--- src/rtl/tensor_mac_pkg.sv ---
// Shared types, constants and arithmetic helpers for the tensor MAC engine.
package tensor_mac_pkg;

  typedef logic [0:0] state_t;
  localparam state_t IDLE  = 1'b0;
  localparam state_t DRAIN = 1'b1;

  // Sums are formed at this width so the true value is always representable.
  localparam int unsigned WIDE_W = 64;

  function automatic int unsigned beats(input int unsigned acc_w, input int unsigned out_w);
    return acc_w / out_w;
  endfunction

  function automatic logic signed [WIDE_W-1:0] acc_max(input int unsigned acc_w);
    logic signed [WIDE_W-1:0] v;
    v = 64'sd1 << (acc_w - 1);
    return v - 64'sd1;
  endfunction

  function automatic logic signed [WIDE_W-1:0] acc_min(input int unsigned acc_w);
    logic signed [WIDE_W-1:0] v;
    v = 64'sd1 << (acc_w - 1);
    return 64'sd0 - v;
  endfunction

  function automatic logic out_of_range(input logic signed [WIDE_W-1:0] sum,
                                        input int unsigned acc_w);
    return (sum > acc_max(acc_w)) || (sum < acc_min(acc_w));
  endfunction

  function automatic logic signed [WIDE_W-1:0] saturate(input logic signed [WIDE_W-1:0] sum,
                                                        input int unsigned acc_w);
    if (sum > acc_max(acc_w)) return acc_max(acc_w);
    if (sum < acc_min(acc_w)) return acc_min(acc_w);
    return sum;
  endfunction

endpackage

--- src/rtl/tensor_weight_buf.sv ---
// Circular weight register file with saturating valid-entry count.
module tensor_weight_buf #(
  parameter int unsigned DATA_W = 8,
  parameter int unsigned DEPTH  = 16
) (
  input  logic                       clk,
  input  logic                       rst,
  input  logic                       we,
  input  logic [DATA_W-1:0]          wdata,
  input  logic [$clog2(DEPTH)-1:0]   raddr,
  output logic [DATA_W-1:0]          rdata,
  output logic [$clog2(DEPTH):0]     count
);
  localparam int unsigned IDX_W = $clog2(DEPTH);
  localparam int unsigned CNT_W = IDX_W + 1;

  logic [DATA_W-1:0] mem [DEPTH];
  logic [IDX_W-1:0]  wr_ptr_q;
  logic [CNT_W-1:0]  count_q;

  // Storage is intentionally not reset; count gates which entries are meaningful.
  always_ff @(posedge clk) begin
    if (we) mem[wr_ptr_q] <= wdata;
  end

  always_ff @(posedge clk or posedge rst) begin
    if (rst) begin
      wr_ptr_q <= '0;
      count_q  <= '0;
    end else if (we) begin
      wr_ptr_q <= wr_ptr_q + IDX_W'(1);
      if (count_q != CNT_W'(DEPTH)) count_q <= count_q + CNT_W'(1);
    end
  end

  assign rdata = mem[raddr];
  assign count = count_q;

endmodule

--- src/rtl/tensor_mac_engine.sv ---
// Signed MAC engine with weight buffer and beat-serial accumulator drain.
// Build option: define SATURATE_EN to clamp the accumulator on overflow instead of wrapping.
module tensor_mac_engine
  import tensor_mac_pkg::*;
#(
  parameter int unsigned DATA_W = 8,
  parameter int unsigned DEPTH  = 16,
  parameter int unsigned ACC_W  = 24,
  parameter int unsigned OUT_W  = 8
) (
  input  logic                     clk,
  input  logic                     rst,
  input  logic [DATA_W-1:0]        datos_in,
  input  logic                     ena_write,
  input  logic                     enable_accu,
  input  logic                     ena_read,
  input  logic                     clear,
  output logic [OUT_W-1:0]         datos_out,
  output logic                     ena_out,
  output logic                     busy,
  output logic                     overflow,
  output logic [$clog2(DEPTH):0]   weight_count
);
  localparam int unsigned IDX_W  = $clog2(DEPTH);
  localparam int unsigned CNT_W  = IDX_W + 1;
  localparam int unsigned BEATS  = beats(ACC_W, OUT_W);
  localparam int unsigned BEAT_W = $clog2(BEATS + 1);
  localparam int unsigned PROD_W = 2 * DATA_W;

  state_t             state_q;
  logic [ACC_W-1:0]   acc_q;
  logic [ACC_W-1:0]   snap_q;
  logic [IDX_W-1:0]   rd_idx_q;
  logic [BEAT_W-1:0]  beat_q;
  logic               ovf_q;
  logic [DATA_W-1:0]  weight_rd;

  logic idle, do_read, do_write, do_accu, rd_last;
  logic signed [PROD_W-1:0] din_x, w_x, prod;
  logic signed [WIDE_W-1:0] sum;
  logic [ACC_W-1:0]         acc_next;

  tensor_weight_buf #(
    .DATA_W (DATA_W),
    .DEPTH  (DEPTH)
  ) u_weight_buf (
    .clk   (clk),
    .rst   (rst),
    .we    (do_write),
    .wdata (datos_in),
    .raddr (rd_idx_q),
    .rdata (weight_rd),
    .count (weight_count)
  );

  // Priority clear > ena_read > ena_write > enable_accu; all but clear ignored while draining.
  assign idle     = (state_q == IDLE);
  assign do_read  = idle & ~clear & ena_read;
  assign do_write = idle & ~clear & ~ena_read & ena_write;
  assign do_accu  = idle & ~clear & ~ena_read & ~ena_write & enable_accu &
                    (weight_count != '0);
  assign rd_last  = ({1'b0, rd_idx_q} == (weight_count - CNT_W'(1)));

  assign din_x = PROD_W'($signed(datos_in));
  assign w_x   = PROD_W'($signed(weight_rd));
  assign prod  = din_x * w_x;
  assign sum   = WIDE_W'($signed(acc_q)) + WIDE_W'(prod);

`ifdef SATURATE_EN
  assign acc_next = ACC_W'(saturate(sum, ACC_W));
`else
  assign acc_next = sum[ACC_W-1:0];
`endif

  always_ff @(posedge clk or posedge rst) begin
    if (rst) begin
      state_q  <= IDLE;
      acc_q    <= '0;
      snap_q   <= '0;
      rd_idx_q <= '0;
      beat_q   <= '0;
      ovf_q    <= 1'b0;
    end else if (clear) begin
      state_q  <= IDLE;
      acc_q    <= '0;
      snap_q   <= '0;
      rd_idx_q <= '0;
      beat_q   <= '0;
      ovf_q    <= 1'b0;
    end else begin
      if (do_accu) begin
        acc_q    <= acc_next;
        rd_idx_q <= rd_last ? '0 : rd_idx_q + IDX_W'(1);
        if (out_of_range(sum, ACC_W)) ovf_q <= 1'b1;
      end
      if (do_read) begin
        state_q <= DRAIN;
        snap_q  <= acc_q;
        beat_q  <= '0;
      end else if (state_q == DRAIN) begin
        // Shift the snapshot so the current beat always sits in the low bits.
        snap_q <= snap_q >> OUT_W;
        beat_q <= beat_q + BEAT_W'(1);
        if (beat_q == BEAT_W'(BEATS - 1)) state_q <= IDLE;
      end
    end
  end

  assign ena_out   = (state_q == DRAIN);
  assign busy      = (state_q == DRAIN);
  assign datos_out = ena_out ? snap_q[OUT_W-1:0] : '0;
  assign overflow  = ovf_q;

endmodule
--- config.mk ---
export PLATFORM = sky130hd
export DESIGN_NAME = tensor_mac_engine
export DESIGN_NICKNAME = d
export VERILOG_FILES = /design/src/rtl/tensor_mac_pkg.sv /design/src/rtl/tensor_weight_buf.sv /design/src/rtl/tensor_mac_engine.sv
export SDC_FILE = /design/constraint.sdc
export NUM_CORES = 1
export LEC_CHECK = 0
export CORE_UTILIZATION = 32
export CTS_CLUSTER_DIAMETER = 150
export DETAILED_ROUTE_END_ITERATION = 8
export GPL_ROUTABILITY_DRIVEN = 0
export SYNTH_ARGS = -nofsm -noshare
export SYNTH_HDL_FRONTEND = slang
export SYNTH_SLANG_ARGS = --single-unit
--- constraint.sdc ---
create_clock -name clk -period 7.2 [get_ports clk]
set_clock_uncertainty 0.1 [all_clocks]
set_input_delay 1.44 -clock clk [delete_from_list [all_inputs] [get_ports clk]]
set_output_delay 1.44 -clock clk [all_outputs]
set_load 0.03 [all_outputs]
After elaboration in Yosys (flattened, before gate mapping):

Memory sizes are Yosys's and may differ from the RTL's.
Index checks and enable logic that the tools add are counted.

* add/subtract/negate cells: 6
* mux-type cells: 21
* $mul: 1
* div/mod/pow operators: 0
* shift-type cells: 0
* bitwise gates (word level): 11
* equality and inequality tests: 3
* reductions and logical operators: 7
* $lt $le $gt $ge: 2

Operator list (count)
* $mux W24: 5
* $add A24 B16 Y25: 1
* $gt A25 B24 Y1 const B: 1
* $lt A25 B24 Y1 const B: 1
* $mul A8 B8 Y16: 1
* $mux W4: 3
* $mux W1: 9
* $add A4 B1 Y4 const B: 2
* $mux W8: 1
* $and A1 B1 Y1: 7
* $mux W2: 3
* $add A5 B1 Y5 const B: 1
* $eq A4 B5 Y1: 1
* $ne A5 B5 Y1 const B: 1
* $reduce_bool A5 Y1: 1
* $sub A5 B1 Y5 const B: 1
* $not A1 Y1: 4
* $reduce_and A2 Y1: 2
* $reduce_bool A2 Y1: 2
* $reduce_bool A3 Y1: 1
* $add A2 B1 Y2 const B: 1
* $eq A2 B2 Y1 const B: 1
* $logic_or A1 B1 Y1: 1

* RAM bits: 128
* memories: 1
* bits in latches: 0
* register bits after elaboration: 65
* memory bits (read-only): 0

Memories
* u_weight_buf.mem: words 16, width 8, read ports 1, clocked after memory_dff 0, wr ports 1, line tensor_weight_buf.sv:17 `logic [DATA_W-1:0] mem [DEPTH];`

Logic depth before layout (Yosys ltp):

* word-level depth: 8
* mapped depth: 24

Hierarchy:

From an unflattened synthesis, not the netlist that was laid out.

* cell total of the unflattened synthesis: 953
* area, all modules: 12329.3 sq um

Modules (own cells, without submodules)
* tensor_mac_engine: seq. area each 1401.3 sq um, area an instance 6899.1 sq um, instances 1, cells each 696
* tensor_weight_buf: seq. area each 4068.9 sq um, area an instance 5430.2 sq um, instances 1, cells each 257

Worst setup path after synthesis:

OpenSTA, ideal clock, no wires.

* path kind: reg-to-reg
* from: register rd_idx_q[0]
* to: register ovf_q, in the netlist overflow
* stages on the path, launching flop included: 22
* period minus slack after synthesis: 7.090 ns
* setup slack: 0.110 ns
* path buffers: 2
* arrival: 6.910 ns
* library setup time: 0.080 ns
* cells stage by stage: dfrtp_1 -> buf_2 -> buf_2 -> mux4_2 -> mux4_2 -> and2_1 -> inv_1 -> fa_1 -> inv_1 -> fa_1 -> fa_1 -> fa_1 -> fa_1 -> ha_1 -> o21a_2 -> a2111oi_2 -> o31a_1 -> o21ai_2 -> a211o_1 -> a21oi_2 -> xnor3_1 -> o22ai_2

* longest elaborated chain between the ends: 7
* elaborated cells between the ends (all ways): 8
* those cells by class: add/sub: 1; mul: 1; order compare: 2; reduce/logical: 3; memory: 1

RTL lines
* from (decl): line tensor_mac_engine.sv:33 `logic [IDX_W-1:0] rd_idx_q;`
* from (signal assigned): line tensor_mac_engine.sv:93 `rd_idx_q <= rd_last ? '0 : rd_idx_q + IDX_W'(1);`
* $mem_v2 Z16 W8 (*)
* $mul A8 B8 Y16 (*): line tensor_mac_engine.sv:66 `assign prod = din_x * w_x;`
* $add A24 B16 Y25 (*): line tensor_mac_engine.sv:67 `assign sum = WIDE_W'($signed(acc_q)) + WIDE_W'(prod);`
* $gt A25 B24 Y1 / $lt A25 B24 Y1 (equally long branches): line tensor_mac_pkg.sv:29 `return (sum > acc_max(acc_w)) || (sum < acc_min(acc_w));`
* $logic_or A1 B1 Y1 (*): line tensor_mac_pkg.sv:29
* $reduce_bool A2 Y1 (no line) (*)
* $reduce_and A2 Y1 (no line) (*)
* to (signal assigned): line tensor_mac_engine.sv:82 `ovf_q <= 1'b0;`
* to (signal assigned): line tensor_mac_engine.sv:89 `ovf_q <= 1'b0;`
* to (signal assigned): line tensor_mac_engine.sv:94 `if (out_of_range(sum, ACC_W)) ovf_q <= 1'b1;`
* to (decl): line tensor_mac_engine.sv:35 `logic ovf_q;`

Every way passes the cells marked *; elsewhere a longest branch is shown, timed or not.
A chain may end at the register's enable or synchronous reset.

Final worst setup path:

Same ends and word-level chain as after synthesis.

==> key figures <==
Worst setup path
  • CP Max Fanout: 8
  • Crit path capture type: register
  • CP dominant cell by count: fa_1
  • Critical path buffers and inverters: 5
  • Crit-path slowest cell: fa_1
  • CP Class: register to register
  • CP Launch Type: register
  • Peak per-stage delay on the critical path: 0.64 ns
  • Required @ worst endpoint: 7.47 ns
  • Crit. Startpoint: rd_idx_q[0]
  • RR Startpoint: rd_idx_q[0]
  • CP cell instances: buf_12, mux4_2, mux4_2, buf_4, and2_1, fa_1, inv_1, fa_1, clkinvlp_4, buf_12, fa_1, fa_1, ha_1, ha_1, a21o_1, a21oi_1, o21ai_0, a211o_1, a21oi_2, xnor3_1, o22ai_2
  • Top Family by Delay on Critical Path: adder cells
  • Critical path data arrival time: 7.25 ns

STA
  • Fin. max-slew vios: 0
  • Highest clock rate: 143 MHz
  • Setup violators final: 0
  • Minimum clock period: 6.98 ns
  • Tcrit/Tclk final: 97.0%
  • Slew headroom: 35.7%
  • Final setup TNS: 0 ns
  • Slew @ Worst Pin: 0.962 ns
  • Final hold violations: 0
  • RSZ-0062 raised after global routing: false

Min path
  • Hold Path Class: register to register
  • Worst Min Path Start: snap_q[23]

Clock network
  • Worst-Skew Late Latency: 0.44 ns
  • H-tree level count: 4
  • CTS buffer count: 17
  • TritonCTS clock tree: built
  • Hold_buf cts: 0
  • Clk root buf: clkbuf_16
  • Clock Tree Buf Depth: 2
  • # clock sinks: 193
  • Worst-path clk slew: 0.08 ns

Global route
  • First-pass GRT wire length: 42.5 mm
  • GRT Total Usage: 14.4%
  • Initial antenna violation count: 0
  • Grt ovf: 0
  • Largest net degree at the start of global routing: 66
  • Vias in the first global route: 7578

Synthesis
  • Synth Instances: 937
  • Synth Area in Adders: 24.3%
  • Yosys cell types: 53
  • Register area share after synthesis: 44.7%
  • Post-synth EDFFs: 128
  • Syn Nets: 1124
  • Xor and xnor area share after synthesis: 2.69%
  • Flops & latches, synth: 193
  • Synthesized area: 12200 µm²
  • Main combinational cell family by area after synthesis: adder cells
  • Synth Area in Compound Gates: 5.26%
  • Mux contribution to synthesized area: 9.40%
  • Ys Warns: 0
  • Simple-gate portion of the synthesized area: 9.03%
  • Most common flop cell mapped by yosys: edfxtp_1
  • Mean Syn Cell Area: 13.1 µm²
  • Async set-reset flop share out of synthesis: 33.7%

Detailed routing
  • Drt wl/cell: 17.5 µm
  • DR iter-0 viols: 368
  • Iteration count of the initial detailed-routing pass: 5
  • Post-route ant nets: 0
  • Final WL: 26.9 mm
  • Vias/cell: 4.75
  • Vias: 7294
  • Residual DRC: 0

Layout
  • Post-route cell area: 14300 µm²
  • Diodes inserted: 0
  • Layout Nets: 1199
  • Most common cell after layout, fill and taps aside: edfxtp_1
  • Layout cells sized above 1: 14.6%
  • Most frequent cells in the layout: edfxtp_1 (128), inv_1 (112), fa_1 (108)
  • Layout area overhead: 16.5%

Floorplanning
  • Core area: 37700 µm²
  • Row cnt: 71
  • Vert. Die Dim: 198 µm
  • Die Wd: 198 µm
  • IO Count: 30
  • Initial Utilization: 32.5%
  • Die area: 39000 µm²

Power and ir drop
  • LEAKAGE: 5.88 nW
  • Pwr dens: 496 nW/µm²
  • Maximum VDD drop: 0.877 mV

Placement
  • Hpwl dp: 19.6 mm
  • Placed inst area: 13500 µm²
  • I/O Buffers: 29

Outcome
  • Status: finished clean

Job
  • Max Cap Viol: 0
## sequential cells by signal (all words and copies together), names as in the netlist
name                   flops
acc_q                     24
beat_q                     2
busy                       1
overflow                   1
rd_idx_q                   4
snap_q                    24
u_weight_buf.count         5
u_weight_buf.mem         128
u_weight_buf.wr_ptr_q      4
## stage by stage
step	power, mW	hold WS (ns)	util [%]	std cells	setup WS, ns
2_1_floorplan	4.84	0.380	-	937	0.110
3_3_place_gp	6.02	0.395	35.8	1496	0.0197
3_5_place_dp	6.07	0.401	35.8	1496	0.00853
4_1_cts	7.11	0.419	37.5	1528	0.143
5_1_grt	7.79	0.443	37.8	1536	0.00261
6_report	7.07	0.417	37.8	1536	0.217
## final timing paths
path	end	slack [ns]	cells after the start
worst min register to register	snap_q[15]	0.42	2
min in group asynchronous	rd_idx_q[0]	1.47	3
worst max-delay path	overflow	0.22	21
worst min-delay path	snap_q[15]	0.42	2
worst max register to register	overflow	0.22	21
max in group asynchronous	rd_idx_q[0]	4.92	3
## worst min-delay path: stages (launching register included)
cell and delay [ns]:
dfrtp_1 0.35, a21oi_1 0.06, nor2_1 0.07
## final cells by class
cell class              instances  area [µm²]
clock buffers                  19         453
clock inverters                13         170
fillers                      3647       23400
inverters                     114         432
multi-input cells             597        6220
flip-flops and latches        193        5470
well taps                     511         639
repair buffers                 89         868
## where the power goes
group          total [mW]  internal, mW  switching [mW]
clock               0.996         0.545           0.451
sequential           1.42          1.28           0.138
combinational        4.66          2.19            2.47
## synthesized netlist by cell type, types with 2 or more instances
library cell | instances | area share, %
nand2_1 | 47 | 1.4
mux2i_1 | 26 | 2.1
a211o_1 | 2 | 0.14
nor2b_1 | 2 | 0.10
dfrtp_1 | 65 | 13
nand3_1 | 7 | 0.29
o21bai_1 | 4 | 0.25
or2_2 | 4 | 0.20
a21oi_1 | 33 | 1.3
a211oi_1 | 2 | 0.12
buf_1 | 4 | 0.12
o21a_1 | 2 | 0.12
or3_1 | 3 | 0.15
buf_2 | 5 | 0.20
ha_1 | 65 | 6.6
inv_1 | 114 | 3.5
clkbuf_1 | 23 | 0.71
o31ai_1 | 5 | 0.31
nand4_1 | 4 | 0.20
edfxtp_1 | 128 | 31
nor2_1 | 61 | 1.9
nor4_1 | 5 | 0.26
a21o_1 | 8 | 0.49
and2_1 | 51 | 2.6
o21ai_1 | 2 | 0.082
a31oi_1 | 3 | 0.15
fa_1 | 108 | 18
xnor2_1 | 23 | 1.6
mux4_2 | 39 | 7.2
nand3b_1 | 16 | 0.98
o21ai_0 | 29 | 1.2
xor2_1 | 12 | 0.86
nor3_1 | 10 | 0.41
o211ai_1 | 2 | 0.12
nand2b_1 | 3 | 0.15
and3_1 | 3 | 0.15
## routing by layer
layer  vias to the layer above  part of all wire [%]  wire [µm]  global-route usage, %
met1                      3758                    45      12000                   19.4
met3                        16                   3.8       1020                   2.13
li1                       3377                     -          -                      -
met4                         0                  0.92        249                   3.07
met2                       143                    51      13600                   24.5
met5                         -                     0          0                      0
## kinds of logic (layout without fill, tap and decap cells)
logic type,after synthesis,after routing
and+or+nand+nor,219,219
DFF,193,193
adders and majority gates,173,173
buffers and inverters,147,235
AOI/OAI and AO/OA,103,103
muxes,66,66
xor gates and xnor gates,36,36
## timing repair
action / in CTS / in global routing
endpoints found under the hold margin: 0 / 0
setup buffers: 0 / 5
resized for setup: 0 / 6
setup endpoints to repair: 0 / 1
Power figures use the tool's default switching activity.
==> edit (same settings) <==
Build with the macro `SATURATE_EN` defined.
--- a/src/rtl/tensor_mac_engine.sv
+++ b/src/rtl/tensor_mac_engine.sv
@@ -1,4 +1,6 @@
 // Signed MAC engine with weight buffer and beat-serial accumulator drain.
 // Build option: define SATURATE_EN to clamp the accumulator on overflow instead of wrapping.
+`define SATURATE_EN
+
 module tensor_mac_engine
   import tensor_mac_pkg::*;
Function: no difference found for any inputs over 4 cycles, from zero or initial values and one cycle with rst high; that may be too few to reach the edited logic, so the function may still have changed.
==> edit against the unedited design <==
Design area up 9.4%; routed wire length up 6.8%; synthesized area up 1.8%; count of clock-buffer cells in the layout down 1; sequential cell count unchanged; worst hold slack better by 0.0045 ns; non-clock buffer count up 86; setup slack worse by 0.077 ns; critical path type unchanged; critical path depth up 2; largest cell class unchanged.
Power is left out: the tool's default activity adds up to more than one toggle a clock period on the data nets, which glitch-free logic cannot reach.
==> edit: results <==
global_route:
  grt_max_degree: 66
  grt_usage: 0.1539
  first_global_vias: 8278
  antenna_found_initial: 0
  grt_pass1_wl_um: 46310
synth:
  syn_nets: 1184
  synth_cells: 997
  synth_common_cells: "edfxtp_1, inv_1, fa_1, nand2_1, nor2_1"
  async_flop_share: 0.3368
  synth.area.top_cells: "edfxtp_1, fa_1, dfrtp_1"
  yosysSeqAreaShare: 0.4392
  synth_cell_types: 56
detailed_routing:
  drtIter0Drc: 552
  avgRoutedWirePerCell_um: 17.13
  drt-total-wl_um: 28770
  vias: 7976
setup_path:
  crit_start: "rd_idx_q[0]"
  worst_ep_arrival_time_ns: 7.34
  crit_slowest_cell: "fa_1"
  reg2reg_depth: 23
  max_stage_delay_ns: 0.61
  crit_path_max_fanout: 7
  r2r_end: "acc_q[17]"
  worst-r2r-setup-slack_ns: 0.14
placement:
  place_area_mm2: 0.01420
  dp_hpwl_um: 21180
  io_buffers: 29
  dpl.cell_count: 1619
  dp_slack_ns: -0.4789
status:
  status: "finished, final reports clean"
layout:
  final_nets: 1342
  diodes: 0
  top_regs: "u_weight_buf.mem x128, acc_q x24, snap_q x24"
  drive_gt1_frac: 0.2526
cts:
  numCtsBuffers: 17
  clock_latency_ns: 0.44
timing:
  period_minus_slack_ns: 7.060
  tightest_slew_ns: 0.9362
==> edit: cell count changes after synthesis, sizes merged, moves of 5 or more <==
cell	before	now
nand2	47	73
and2	51	46
o311ai	0	7
o31ai	5	0
nor2	61	72
a21oi	34	59
o21ai	32	37
nand3b	16	1
xor2	12	6
==> edit: what timing repair did <==
action / in CTS / in global routing
endpoints found under the setup margin: 24 / 24
gates cloned: 2 / 1
pin swaps: 16 / 53
gates resized for setup: 22 / 77
setup buffers: 19 / 9
==> edit: worst min path at each step <==
stage / startpoint / endpoint / slack (ns) / cells after the start
final: snap_q[8] / snap_q[0] / 0.42 / 2
after global routing: snap_q[21] / snap_q[13] / 0.44 / 2
after CTS: snap_q[8] / snap_q[0] / 0.42 / 2
after detailed placement: snap_q[8] / snap_q[0] / 0.40 / 2
after global placement: snap_q[8] / snap_q[0] / 0.39 / 2
after floorplan: acc_q[6] / acc_q[6] / 0.37 / 2
==> edit: routing by layer <==
metal  track usage  vias to the layer above  share of wire
met3       0.02498                       20          0.035
met2        0.2613                      138           0.51
li1              -                     3760              -
met4       0.02507                        0         0.0086
met5             0                        -              0
met1        0.2092                     4058           0.44
==> edit: logic make-up after synthesis <==
group                    Yosys count  synth area share
AO/OA/AOI/OAI                    134           0.06440
XOR/XNOR                          30           0.02110
multiplexers                      70           0.09554
AND/OR/NAND/NOR                  245           0.09343
flip-flops                       193            0.4392
buffers and inverters            152           0.04742
adder cells (fa/ha/maj)          173            0.2389
==> edit: layout make-up <==
| type | instances | area [um^2] |
|---|---|---|
| sequential | 193 | 5472 |
| tap | 511 | 639.4 |
| clock buffer | 18 | 429.2 |
| multi-input combinational | 652 | 6809 |
| timing repair buffer | 175 | 1594 |
| inverter | 116 | 435.4 |
| clock inverter | 14 | 221.5 |
| fill | 3576 | 22420 |
